[config.mk]
export PLATFORM = sky130hd
export DESIGN_NAME = dispatch_queue
export DESIGN_NICKNAME = d
export VERILOG_FILES = /design/src/rtl/dispatch_queue.sv
export SDC_FILE = /design/constraint.sdc
export NUM_CORES = 1
export LEC_CHECK = 0
export CAP_MARGIN = 25
export CORE_AREA = 3 3 262 264
export DETAILED_ROUTE_END_ITERATION = 7
export DIE_AREA = 0 0 265 267
export GPL_TIMING_DRIVEN = 0
export MAX_ROUTING_LAYER = met4
export PLACE_DENSITY = 0.7
export SLEW_MARGIN = 40
export SYNTH_ARGS = -nofsm -noshare
export SYNTH_HDL_FRONTEND = slang
export SYNTH_SLANG_ARGS = --single-unit
[constraint.sdc]
create_clock -name clk_in -period 8.6 [get_ports clk_in]
set_input_delay 1.72 -clock clk_in [delete_from_list [all_inputs] [get_ports clk_in]]
set_output_delay 1.72 -clock clk_in [all_outputs]
set_load 0.02 [all_outputs]
[src/rtl/dispatch_queue.sv]
// rtl/dispatch_queue.sv - in-order instruction queue issuing to RS, LSB, RoB and RF rename
module dispatch_queue #(
    parameter int IQ_WIDTH  = 2,
    parameter int RoB_WIDTH = 3,
    parameter int NUM_CDB   = 2
) (
    input  logic                         clk_in,
    input  logic                         rst_in,
    input  logic                         rdy_in,
    input  logic                         in_valid,
    input  logic [31:0]                  in_pc,
    input  logic [31:0]                  in_imm,
    input  logic [6:0]                   in_opcode,
    input  logic [4:0]                   in_rs1,
    input  logic [4:0]                   in_rs2,
    input  logic [4:0]                   in_rd,
    input  logic                         in_predict,
    output logic                         in_ready,
    output logic [4:0]                   RF_rs1,
    output logic [4:0]                   RF_rs2,
    input  logic [RoB_WIDTH:0]           RF_Qj,
    input  logic [RoB_WIDTH:0]           RF_Qk,
    input  logic [31:0]                  RF_Vj,
    input  logic [31:0]                  RF_Vk,
    input  logic [NUM_CDB-1:0]           cdb_valid,
    input  logic [NUM_CDB*RoB_WIDTH-1:0] cdb_rob,
    input  logic [NUM_CDB*32-1:0]        cdb_data,
    input  logic                         RoB_isFull,
    input  logic                         RS_isFull,
    input  logic                         LSB_isFull,
    input  logic                         RoB_flush_signal,
    input  logic [RoB_WIDTH-1:0]         RoB_newEntryIndex,
    output logic                         RS_newEntry_en,
    output logic [RoB_WIDTH-1:0]         RS_robIndex,
    output logic [6:0]                   RS_opcode,
    output logic [31:0]                  RS_Vj,
    output logic [31:0]                  RS_Vk,
    output logic [RoB_WIDTH:0]           RS_Qj,
    output logic [RoB_WIDTH:0]           RS_Qk,
    output logic [31:0]                  RS_imm,
    output logic [31:0]                  RS_pc,
    output logic                         LSB_newEntry_en,
    output logic [RoB_WIDTH-1:0]         LSB_robIndex,
    output logic [6:0]                   LSB_opcode,
    output logic [31:0]                  LSB_Vj,
    output logic [31:0]                  LSB_Vk,
    output logic [RoB_WIDTH:0]           LSB_Qj,
    output logic [RoB_WIDTH:0]           LSB_Qk,
    output logic [31:0]                  LSB_imm,
    output logic [31:0]                  LSB_pc,
    output logic                         RoB_newEntry_en,
    output logic [6:0]                   RoB_opcode,
    output logic [4:0]                   RoB_rd,
    output logic [31:0]                  RoB_pc,
    output logic [31:0]                  RoB_next_pc,
    output logic                         RoB_predict,
    output logic                         RoB_already_ready,
    output logic [31:0]                  RoB_ready_data,
    output logic                         RF_newEntry_en,
    output logic [RoB_WIDTH-1:0]         RF_newEntry_robIndex,
    output logic [4:0]                   RF_newEntry_rd,
    output logic [IQ_WIDTH:0]            count
);
    localparam int DEPTH = 1 << IQ_WIDTH;
    localparam logic [RoB_WIDTH:0] NON_DEP = {1'b1, {RoB_WIDTH{1'b0}}};

    // Opcode table: RV32I order, lui=1 .. and=37
    localparam logic [6:0] OP_LUI   = 7'd1;
    localparam logic [6:0] OP_AUIPC = 7'd2;
    localparam logic [6:0] OP_JAL   = 7'd3;
    localparam logic [6:0] OP_JALR  = 7'd4;
    localparam logic [6:0] OP_BEQ   = 7'd5;
    localparam logic [6:0] OP_BGEU  = 7'd10;
    localparam logic [6:0] OP_LB    = 7'd11;
    localparam logic [6:0] OP_LHU   = 7'd15;
    localparam logic [6:0] OP_SB    = 7'd16;
    localparam logic [6:0] OP_SW    = 7'd18;
    localparam logic [6:0] OP_ADDI  = 7'd19;
    localparam logic [6:0] OP_SRAI  = 7'd27;

    logic [31:0]         q_pc     [DEPTH];
    logic [31:0]         q_imm    [DEPTH];
    logic [6:0]          q_op     [DEPTH];
    logic [4:0]          q_rs1    [DEPTH];
    logic [4:0]          q_rs2    [DEPTH];
    logic [4:0]          q_rd     [DEPTH];
    logic                q_pred   [DEPTH];
    logic [IQ_WIDTH-1:0] head, tail;

    logic [31:0] h_pc, h_imm, upper;
    logic [6:0]  h_op;
    logic [4:0]  h_rs1, h_rs2, h_rd;
    logic        is_lui, is_auipc, is_jal, is_jalr, is_branch, is_load, is_store, is_itype;
    logic        single_src, to_lsb, rob_only, target_free, do_enq, do_deq;
    logic [31:0] vj, vk, rob_npc, rob_data;
    logic [RoB_WIDTH:0] qj, qk;

    assign h_pc  = q_pc[head];
    assign h_imm = q_imm[head];
    assign h_op  = q_op[head];
    assign h_rs1 = q_rs1[head];
    assign h_rs2 = q_rs2[head];
    assign h_rd  = q_rd[head];

    assign is_lui    = (h_op == OP_LUI);
    assign is_auipc  = (h_op == OP_AUIPC);
    assign is_jal    = (h_op == OP_JAL);
    assign is_jalr   = (h_op == OP_JALR);
    assign is_branch = (h_op >= OP_BEQ) && (h_op <= OP_BGEU);
    assign is_load   = (h_op >= OP_LB) && (h_op <= OP_LHU);
    assign is_store  = (h_op >= OP_SB) && (h_op <= OP_SW);
    assign is_itype  = (h_op >= OP_ADDI) && (h_op <= OP_SRAI);

    assign single_src = is_load | is_jalr | is_itype;
    assign to_lsb     = is_load | is_store;
    assign rob_only   = is_lui | is_auipc | is_jal;
    assign target_free = rob_only ? 1'b1 : (to_lsb ? !LSB_isFull : !RS_isFull);

    // Occupancy never exceeds DEPTH, so the top bit alone marks "full"
    assign in_ready = (count[IQ_WIDTH] == 1'b0);
    assign do_enq   = in_valid && in_ready && rdy_in && !RoB_flush_signal;
    assign do_deq   = (count != '0) && rdy_in && !RoB_flush_signal && !RoB_isFull && target_free;

    assign RF_rs1 = (count != '0) ? h_rs1 : 5'd0;
    assign RF_rs2 = (count != '0) ? h_rs2 : 5'd0;

    assign upper    = {h_imm[19:0], 12'b0};
    assign rob_npc  = (is_branch || is_jal) ? h_pc + h_imm : h_pc + 32'd4;
    assign rob_data = is_lui ? upper : is_auipc ? h_pc + upper : is_jal ? h_pc + 32'd4 : 32'd0;

    // Descending scan so the lowest-numbered matching broadcast channel wins
    always_comb begin
        vj = RF_Vj;
        qj = RF_Qj;
        vk = RF_Vk;
        qk = RF_Qk;
        for (int i = NUM_CDB - 1; i >= 0; i--) begin
            if (RF_Qj != NON_DEP && cdb_valid[i] && cdb_rob[i*RoB_WIDTH +: RoB_WIDTH] == RF_Qj[RoB_WIDTH-1:0]) begin
                vj = cdb_data[i*32 +: 32];
                qj = NON_DEP;
            end
            if (RF_Qk != NON_DEP && cdb_valid[i] && cdb_rob[i*RoB_WIDTH +: RoB_WIDTH] == RF_Qk[RoB_WIDTH-1:0]) begin
                vk = cdb_data[i*32 +: 32];
                qk = NON_DEP;
            end
        end
        if (h_rs1 == 5'd0) begin
            vj = 32'd0;
            qj = NON_DEP;
        end
        if (h_rs2 == 5'd0 || single_src) begin
            vk = 32'd0;
            qk = NON_DEP;
        end
    end

    always_ff @(posedge clk_in) begin
        if (do_enq) begin
            q_pc[tail]   <= in_pc;
            q_imm[tail]  <= in_imm;
            q_op[tail]   <= in_opcode;
            q_rs1[tail]  <= in_rs1;
            q_rs2[tail]  <= in_rs2;
            q_rd[tail]   <= in_rd;
            q_pred[tail] <= in_predict;
        end
    end

    always_ff @(posedge clk_in or posedge rst_in) begin
        if (rst_in) begin
            head                 <= '0;
            tail                 <= '0;
            count                <= '0;
            RS_newEntry_en       <= 1'b0;
            RS_robIndex          <= '0;
            RS_opcode            <= '0;
            RS_Vj                <= '0;
            RS_Vk                <= '0;
            RS_Qj                <= '0;
            RS_Qk                <= '0;
            RS_imm               <= '0;
            RS_pc                <= '0;
            LSB_newEntry_en      <= 1'b0;
            LSB_robIndex         <= '0;
            LSB_opcode           <= '0;
            LSB_Vj               <= '0;
            LSB_Vk               <= '0;
            LSB_Qj               <= '0;
            LSB_Qk               <= '0;
            LSB_imm              <= '0;
            LSB_pc               <= '0;
            RoB_newEntry_en      <= 1'b0;
            RoB_opcode           <= '0;
            RoB_rd               <= '0;
            RoB_pc               <= '0;
            RoB_next_pc          <= '0;
            RoB_predict          <= 1'b0;
            RoB_already_ready    <= 1'b0;
            RoB_ready_data       <= '0;
            RF_newEntry_en       <= 1'b0;
            RF_newEntry_robIndex <= '0;
            RF_newEntry_rd       <= '0;
        end else begin
            RS_newEntry_en  <= 1'b0;
            LSB_newEntry_en <= 1'b0;
            RoB_newEntry_en <= 1'b0;
            RF_newEntry_en  <= 1'b0;
            if (rdy_in && RoB_flush_signal) begin
                head  <= '0;
                tail  <= '0;
                count <= '0;
            end else if (rdy_in) begin
                if (do_enq)
                    tail <= tail + 1'b1;
                if (do_deq) begin
                    head                 <= head + 1'b1;
                    RS_newEntry_en       <= !rob_only && !to_lsb;
                    LSB_newEntry_en      <= to_lsb;
                    RoB_newEntry_en      <= 1'b1;
                    RF_newEntry_en       <= !(is_branch || is_store);
                    RS_robIndex          <= RoB_newEntryIndex;
                    RS_opcode            <= h_op;
                    RS_Vj                <= vj;
                    RS_Vk                <= vk;
                    RS_Qj                <= qj;
                    RS_Qk                <= qk;
                    RS_imm               <= h_imm;
                    RS_pc                <= h_pc;
                    LSB_robIndex         <= RoB_newEntryIndex;
                    LSB_opcode           <= h_op;
                    LSB_Vj               <= vj;
                    LSB_Vk               <= vk;
                    LSB_Qj               <= qj;
                    LSB_Qk               <= qk;
                    LSB_imm              <= h_imm;
                    LSB_pc               <= h_pc;
                    RoB_opcode           <= h_op;
                    RoB_rd               <= (is_branch || is_store) ? 5'd0 : h_rd;
                    RoB_pc               <= h_pc;
                    RoB_next_pc          <= rob_npc;
                    RoB_predict          <= q_pred[head];
                    RoB_already_ready    <= rob_only;
                    RoB_ready_data       <= rob_data;
                    RF_newEntry_robIndex <= RoB_newEntryIndex;
                    RF_newEntry_rd       <= h_rd;
                end
                count <= count + {{IQ_WIDTH{1'b0}}, do_enq} - {{IQ_WIDTH{1'b0}}, do_deq};
            end
        end
    end
endmodule

After elaboration in Yosys (flattened, before gate mapping)
Memories as Yosys holds them, arrays and structs flattened. A register that Yosys moved wholly into a read port is not among the register bits. Index checks and enable logic that the tools add are counted.

Register bits: 232. Word-level logic and storage cells: 142. Memories kept: 7. Memory bits (writable): 348. Bits of input ports: 242. Output and inout bits: 428.

Memory list: q_imm (depth 4, width 32, rd ports 1, clocked after memory_dff 0, wr ports 1, line 82) `logic [31:0] q_imm [DEPTH];`; q_pc (depth 4, width 32, rd ports 1, clocked after memory_dff 0, wr ports 1, line 81) `logic [31:0] q_pc [DEPTH];`; q_op (depth 4, width 7, rd ports 1, clocked after memory_dff 0, wr ports 1, line 83) `logic [6:0] q_op [DEPTH];`; q_rd (depth 4, width 5, rd ports 1, clocked after memory_dff 0, wr ports 1, line 86) `logic [4:0] q_rd [DEPTH];`; q_rs1 (depth 4, width 5, rd ports 1, clocked after memory_dff 0, wr ports 1, line 84) `logic [4:0] q_rs1 [DEPTH];`; q_rs2 (depth 4, width 5, rd ports 1, clocked after memory_dff 0, wr ports 1, line 85) `logic [4:0] q_rs2 [DEPTH];`; 1 more memories.

Muxes and demuxes: 43. Bitwise operators: 7. Reduce and logical (&&, ||, !) cells: 40. Add/subtract/negate cells: 7. Order comparisons: 8. Equal/unequal tests: 10.

Operators by type and width (number): $mux W32 (10); $add A32 B32 Y32 (2); $add A32 B3 Y32 const B (1); $mux W4 (6); $logic_and A1 B1 Y1 (21); $mux W1 (16); $mux W5 (3); $eq A7 B2 Y1 const B (2); $ge A7 B5 Y1 const B (2); $le A7 B4 Y1 const B (2); $le A7 B5 Y1 const B (2); $eq A3 B3 Y1 (4); $mux W2 (6); $logic_not A5 Y1 (2); $ne A4 B4 Y1 const B (2); $eq A7 B1 Y1 const B (1); $eq A7 B3 Y1 const B (1); $ge A7 B3 Y1 const B (1); $ge A7 B4 Y1 const B (1); $logic_not A1 Y1 (7); $mux W3 (2); $reduce_bool A2 Y1 (3); $or A1 B1 Y1 (5); $add A2 B1 Y2 const B (2); other kinds (7) (11).

Logic depth before layout (Yosys ltp)
Gate-level depths: netlist of run 1. An unclocked memory read counts as a cell.

Depth in word-level cells: 10. Depth in mapped cells: 21. Mapped depth without buffers: 15.

Worst setup path before layout of run 1
OpenSTA, ideal clock, no wires.

Path kind: in2reg. Start point: input rdy_in. End point: memory q_imm[0][0] (enable). Path slack: 3.768 ns. Stages on the path: 3. Arrival: 4.376 ns. Buffers on the path: 1. Cells stage by stage: clkbuf_1 -> nor2b_1 -> and3_1.

Cells in the longest elaborated chain, start to end: 4.

RTL lines: start, declared (line 9) `input logic rdy_in,`; $logic_and A1 B1 Y1 (2 in a row) (line 121) `assign do_enq = in_valid && in_ready && rdy_in && !RoB_flush_signal;`; $mux W1 (line 158) `if (do_enq) begin`; $mux W1 (implied by the code) (line 160) `q_imm[tail] <= in_imm;`; end, declared (line 82).

No other way between the ends.

Final worst setup path of run 1
Start point: register head[1]. End point: register RoB_next_pc[30].

RTL lines: start, declared (line 88) `logic [IQ_WIDTH-1:0] head, tail;`; start signal, assigned (line 216) `head <= head + 1'b1;`; $mem_v2 Z4 W32; net h_imm[8] (line 90) `logic [31:0] h_pc, h_imm, upper;`; $add A32 B32 Y32 (line 128) `assign rob_npc = (is_branch || is_jal) ? h_pc + h_imm : h_pc + 32'd4;`; $mux W32 (line 128); end signal, assigned (line 240) `RoB_next_pc <= rob_npc;`; end, declared (line 55) `output logic [31:0] RoB_next_pc,`.

The timed path passes the listed nets, and every way through them passes these cells. A chain may end at the register's enable or synchronous reset.

==> results of run 1 <==
[worst paths after layout]
| kind | startpoint | to | slack [ns] | cells past startpoint |
|---|---|---|---|---|
| max in group asynchronous | rst_in | RoB_opcode[6] | 6.42 | 3 |
| max reg2reg | head[1] | RoB_next_pc[30] | 2.29 | 18 |
| min | RoB_ready_data[10] | RoB_ready_data[10] | 0.48 | 2 |
| min reg2reg | RoB_ready_data[10] | RoB_ready_data[10] | 0.48 | 2 |
| max | head[1] | RoB_next_pc[30] | 2.29 | 18 |
| min in group asynchronous | rst_in | LSB_newEntry_en | 1.46 | 2 |
[worst max-delay path, stage by stage (launching register included)]
cell      delay (ns)
dfrtp_1         0.33
buf_4           0.18
buf_2           0.30
buf_2           0.36
buf_1           0.55
clkbuf_1        0.53
clkbuf_1        0.68
mux4_2          0.53
ha_1            0.32
clkbuf_1        0.28
nand2_1         0.08
o21ai_0         0.43
a22o_1          0.20
a21o_1          0.22
a31oi_1         0.19
a311oi_1        0.42
a41oi_1         0.21
mux2i_1         0.20
o211ai_1        0.10
[state kept, by name, indices dropped and copies added (netlist names), 20 cells and up]
register / cells
q_imm: 128
q_pc: 128
LSB_Vj: 32
LSB_Vk: 32
LSB_imm: 32
RoB_next_pc: 32
RoB_pc: 32
RoB_ready_data: 32
q_op: 28
q_rd: 20
q_rs1: 20
q_rs2: 20
[metrics by stage]
stage                     hold WS [ns]  setup WS, ns  instances  utilization (%)  TNS, ns
after floorplan                  0.511         0.490       2353                -        0
after CTS                        0.478          2.31       4025             57.7        0
final                            0.483          2.29       4039             57.8        0
after global placement           0.458         -3.20       3894             54.0  -737.23
after global routing             0.500          1.96       4038             57.8        0
after detailed placement         0.464          2.31       3909             54.6        0
[cell usage after synthesis (5+ instances only)]
cell	n	area [µm²]
nand3_1	29	145
nor2_1	110	413
o21a_1	7	52.6
inv_1	36	135
buf_6	7	78.8
or3_1	8	50.1
and3_1	19	119
nor3b_1	6	45.0
nor4_1	7	43.8
nand2_1	446	1670
mux4_1	5	131
a31oi_1	15	93.8
o21bai_1	9	67.6
buf_2	34	170
o21ai_0	120	601
mux2i_1	74	741
clkbuf_1	75	282
a211oi_1	9	67.6
o31ai_1	78	586
edfxtp_1	348	10500
mux4_2	82	1850
a21o_1	25	188
nor3_1	23	115
a21oi_1	88	440
buf_4	191	1430
o211ai_1	7	52.6
a221oi_1	10	87.6
o21ai_1	5	25.0
dfrtp_1	233	5830
a222oi_1	5	50.1
nor2b_1	20	125
a22o_1	8	70.1
xor2_1	30	263
o22ai_1	6	37.5
nand4_1	7	43.8
ha_1	57	713
xnor2_1	50	438
nand2b_1	6	37.5
[kinds of logic after synthesis]
| kind of cell | count (synthesis) | synth area share [%] |
|---|---|---|
| compound gates | 416 | 9.28 |
| xor+xnor | 80 | 2.48 |
| fa+ha+maj | 60 | 2.73 |
| buf+inv | 350 | 7.63 |
| flops | 581 | 57.5 |
| mux | 165 | 9.77 |
| simple gates | 701 | 10.6 |
[final cells by class]
| cell class | count | share of cell area, % |
|---|---|---|
| Sequential cell | 581 | 42.2 |
| Clock buffer | 72 | 4.20 |
| Clock inverter | 44 | 1.26 |
| Inverter | 37 | 0.379 |
| Buffer | 313 | 5.25 |
| Tap cell | 873 | 2.83 |
| Multi-Input combinational cell | 1422 | 25.7 |
| Timing Repair Buffer | 683 | 18.1 |
| Antenna cell | 14 | 0.0908 |
[layer usage]
layer  vias to the layer above  part of all wire, %
li1                       9853                    -
met1                     11200                   38
met2                      1087                   51
met3                       194                  7.1
met4                         0                  3.6
met5                         -                    0
[power groups by stage]
stage | Clock [mW] | Sequential [mW] | Combinational, mW
floorplan | 0 | 4.38 | 2.27
global placement | 0 | 4.12 | 5.19
detailed placement | 0 | 4.13 | 5.26
CTS | 2.80 | 4.08 | 5.28
global route | 2.91 | 4.12 | 5.56
finish | 2.76 | 4.09 | 5.26
==> results.json, run 1 <==
{
  "start_kind": "flop",
  "worst-slew-pin-transition_ns": 0.873,
  "clkTransAtPathRegs_ns": 0.06,
  "drt-pass1-iter-count": 6,
  "async_flop_share_pct": 40.1,
  "synth.distinct_cells": 67,
  "cts_made_buffers": 61,
  "cp_max_fo": 10,
  "grt_max_degree": 72,
  "antenna_found_initial": 22,
  "pin_count": 670,
  "clk_latency_ns": 0.65,
  "post-route-min-period_ns": 6.31,
  "syn_to_final_growth_pct": 36.4,
  "cts_resized": 0,
  "grt_pass1_wl_um": 157000,
  "power_leakage_nw": 15.1,
  "synth_area_um2": 28300,
  "cellInternalPower_mw": 7.62,
  "ys_warn_count": 0,
  "critPathArrivalTime_ns": 6.80,
  "core_um2": 66800,
  "cts_hold_repair.buffers": 0,
  "synth_top_flop_cell": "edfxtp_1",
  "power.net_switching_mw": 4.49,
  "finalPower_mw": 12.1,
  "gp_congestion": 0.965,
  "die_x_um": 265,
  "drive_gt1_share_pct": 14.9,
  "final_max_slew_viol_count": 0,
  "multi_input_area_um2": 9930,
  "wl_per_cell_um": 27.5,
  "initialDrtViolationCount": 2014,
  "cts_root_buf": "clkbuf_16",
  "drcViolationCount": 0,
  "clockBufferDepth": 3,
  "grt_pass1_vias": 21964,
  "grt_usage_pct": 31.5,
  "p_per_area_nw_per_um2": 314,
  "rows": 95,
  "final_cell_area_um2": 38600,
  "hold_viol": 0,
  "grt_util_met3_pct": 5.27,
  "critPathKind": "flop to flop",
  "post_synth.cell_area_avg_um2": 12.0,
  "drt-total-wl_um": 111000,
  "synthCells": 2353,
  "place_area_um2": 36400,
  "busiest_layer": "met2",
  "final_common_cell": "clkdlybuf4s50_1",
  "maxCapViolCount": 0,
  "synth_seq_cells": 581,
  "clkPwrFrac_pct": 22.8,
  "switching_share_pct": 37.1,
  "synth_edf_count": 348,
  "slew_headroom_pct": 41.8,
  "ctsHtreeMaxLevel": 2,
  "clock.fmax_mhz": 158,
  "die-area_um2": 70800,
  "post-dp-hpwl_um": 86300,
  "portBuffers": 668,
  "layout.nets": 3401,
  "final_cell_mix": "clkdlybuf4s50_1, nand2_1, edfxtp_1",
  "ys_seq_area_share_pct": 57.5,
  "grt_util_met2_pct": 53.7,
  "die_y_um": 267,
  "cts_sinks": 581,
  "combPwrFrac_pct": 43.5,
  "fillers": 5416,
  "crit_path_end_kind": "flop",
  "finalCritPeriodShare_pct": 73.4,
  "cts_tree": "built",
  "vias": 22334,
  "skew_ns": 0.0351,
  "pwr-share-seq_pct": 33.8,
  "post_cts_buffers": 0,
  "globalRouteOverflowTotal": 0,
  "status": "complete, no violations",
  "ff_latch_area_um2": 16300,
  "rsz0062_at_grt": "no",
  "min_path_type": "flop to flop",
  "setup_violations": 0,
  "use_met1_pct": 37.8,
  "start_util_pct": 42.4,
  "ant_nets": 0,
  "ir_drop_mv": 0.248,
  "synth_fp_nets": 2655,
  "via_per_inst": 5.53,
  "crit_required_ns": 9.09
}
(Power assumes the default switching activity.)
==> run 2, diff against run 1 <==
- clock period: 8.6 -> 6.6 ns (I/O delays scaled with it)
==> run 2 against run 1 <==
Effect of this change: global-route usage grew 0.42 points; worst setup slack worse by 1.7 ns; first-iteration DRC count up 7.5%; clock-buffer cell count is 9 higher; worst hold slack got worse by 0.0080 ns; clock power up 32%; non-clock buffer count up 13; clock skew shrank 0.0093 ns; design area rose by 0.89%; critical path type unchanged; critical endpoint is now RoB_next_pc[29].
==> results.json, run 2 (synthesized netlist as in run 1, its figures left out) <==
{
  "drt-total-wl_um": 112000,
  "ir_drop_mv": 0.278,
  "vias": 22510,
  "clk_latency_ns": 0.64,
  "rsz0062_at_grt": "no",
  "hold_viol": 0,
  "pin_count": 670,
  "ctsHtreeMaxLevel": 2,
  "final_common_cell": "clkdlybuf4s50_1",
  "grt_usage_pct": 31.9,
  "initialDrtViolationCount": 2166,
  "rows": 95,
  "crit_required_ns": 7.16,
  "drcViolationCount": 0,
  "maxCapViolCount": 0,
  "hold_depth": 2,
  "crit_path_end_kind": "flop",
  "clock.fmax_mhz": 165,
  "reg2regPathDepth": 18,
  "power.net_switching_mw": 5.83,
  "start_util_pct": 42.4,
  "status": "complete, no violations",
  "cts_tree": "built",
  "grt_max_degree": 30,
  "ant_nets": 0,
  "cts_made_buffers": 60,
  "skew_ns": 0.0258,
  "setup_violations": 0,
  "place_area_um2": 36700,
  "critPathArrivalTime_ns": 6.61,
  "finalCritPeriodShare_pct": 91.7,
  "power_leakage_nw": 15.3,
  "via_per_inst": 5.55,
  "syn_to_final_growth_pct": 37.6,
  "cp_max_fo": 10,
  "post-route-min-period_ns": 6.05,
  "drive_gt1_share_pct": 15.1,
  "cts_root_buf": "clkbuf_16",
  "grt_pass1_vias": 22262,
  "clkPwrFrac_pct": 22.9,
  "portBuffers": 668,
  "drt-pass1-iter-count": 6,
  "core_um2": 66800,
  "clkTransAtPathRegs_ns": 0.06,
  "critPathKind": "flop to flop",
  "antenna_found_initial": 24,
  "grt_pass1_wl_um": 158000,
  "die_x_um": 265,
  "post-dp-hpwl_um": 88700,
  "start_kind": "flop",
  "gp_congestion": 0.987,
  "globalRouteOverflowTotal": 0,
  "clockBufferDepth": 3,
  "min_path_type": "flop to flop",
  "final_max_slew_viol_count": 0,
  "switching_share_pct": 36.8,
  "layout.nets": 3413,
  "final_cell_mix": "clkdlybuf4s50_1, nand2_1, edfxtp_1",
  "p_per_area_nw_per_um2": 407,
  "largest_registers": "q_imm x128, q_pc x128",
  "cts_sinks": 581,
  "die_y_um": 267,
  "post_cts_buffers": 0,
  "pwr-share-seq_pct": 33.6,
  "combPwrFrac_pct": 43.5,
  "die-area_um2": 70800,
  "slew_headroom_pct": 40.3,
  "cellInternalPower_mw": 10.0,
  "setup_tns_ns": 0,
  "wl_per_cell_um": 27.6,
  "worst-slew-pin-transition_ns": 0.895,
  "finalPower_mw": 15.9,
  "final_cell_area_um2": 38900
}
==> run 2: cell count changes in the layout (fill, tap and decap cells not counted), sizes merged <==
| cell | change |
|---|---|
| buf | +13 |
| inv | -2 |
| bufinv | +1 |
| clkinv | +1 |
| clkinvlp | -11 |
| clkbuf | +9 |
| diode | +7 |
==> run 2: final timing paths <==
kind / start / end / slack (ns)
setup / recovery: head[0] / RoB_next_pc[29] / 0.55
hold / removal: RoB_rd[0] / RoB_rd[0] / 0.47
setup reg to reg: head[0] / RoB_next_pc[29] / 0.55
hold reg to reg: RoB_rd[0] / RoB_rd[0] / 0.47
max in group asynchronous: rst_in / LSB_imm[21] / 4.35
min in group asynchronous: rst_in / count[2] / 1.02
==> run 2: final cells by class <==
cell class	count	area, µm²
Sequential cell	581	16300
Tap cell	873	1090
Fill cell	5394	27900
Buffer	313	2030
Clock buffer	81	1690
Antenna cell	21	52.6
Timing Repair Buffer	696	7270
Clock inverter	33	449
Multi-Input combinational cell	1422	9920
Inverter	37	143
==> run 2: worst max-delay path: stages (launching register included) <==
cell	delay, ns
dfrtp_1	0.34
buf_6	0.17
buf_12	0.17
buf_4	0.27
buf_2	0.38
buf_2	0.42
buf_2	0.41
buf_2	0.46
mux4_2	0.69
ha_1	0.46
and3_1	0.28
nand2_1	0.12
or3_1	0.36
a31o_2	0.25
a21oi_1	0.36
a211oi_1	0.21
o21ai_0	0.26
o21ai_0	0.17
a21boi_2	0.16
==> run 2: what timing repair did <==
| action | 4_1_cts | 5_1_grt |
|---|---|---|
| gates resized for setup | 0 | 4 |
| setup endpoints to repair | 0 | 8 |
| hold buffers | 0 | 0 |
==> run 2: power by group through the flow <==
stage / Clock, mW / Sequential, mW / Combinational (mW)
6_report: 3.63 / 5.33 / 6.90
5_1_grt: 3.82 / 5.37 / 7.29
3_3_place_gp: 0 / 5.37 / 6.79
3_5_place_dp: 0 / 5.38 / 6.91
4_1_cts: 3.69 / 5.32 / 6.93
2_1_floorplan: 0 / 5.71 / 2.96
==> run 2: metal layers <==
metal / GRT usage, % / up-vias / routed length, µm
met5: - / - / 0
met4: 13.4 / 0 / 4650
met3: 5.48 / 198 / 8360
met2: 54.4 / 1144 / 57400
met1: 37.7 / 11270 / 41700
li1: - / 9898 / -
==> run 2: per-stage QoR <==
step,hold WS (ns),utilization [%],instances,setup WS [ns]
floorplan,0.511,-,2353,1.89
global placement,0.456,54.0,3894,0.00314
detailed placement,0.462,55.0,3922,0.217
CTS,0.473,58.2,4036,0.155
global route,0.493,58.3,4055,0.131
finish,0.475,58.3,4057,0.548
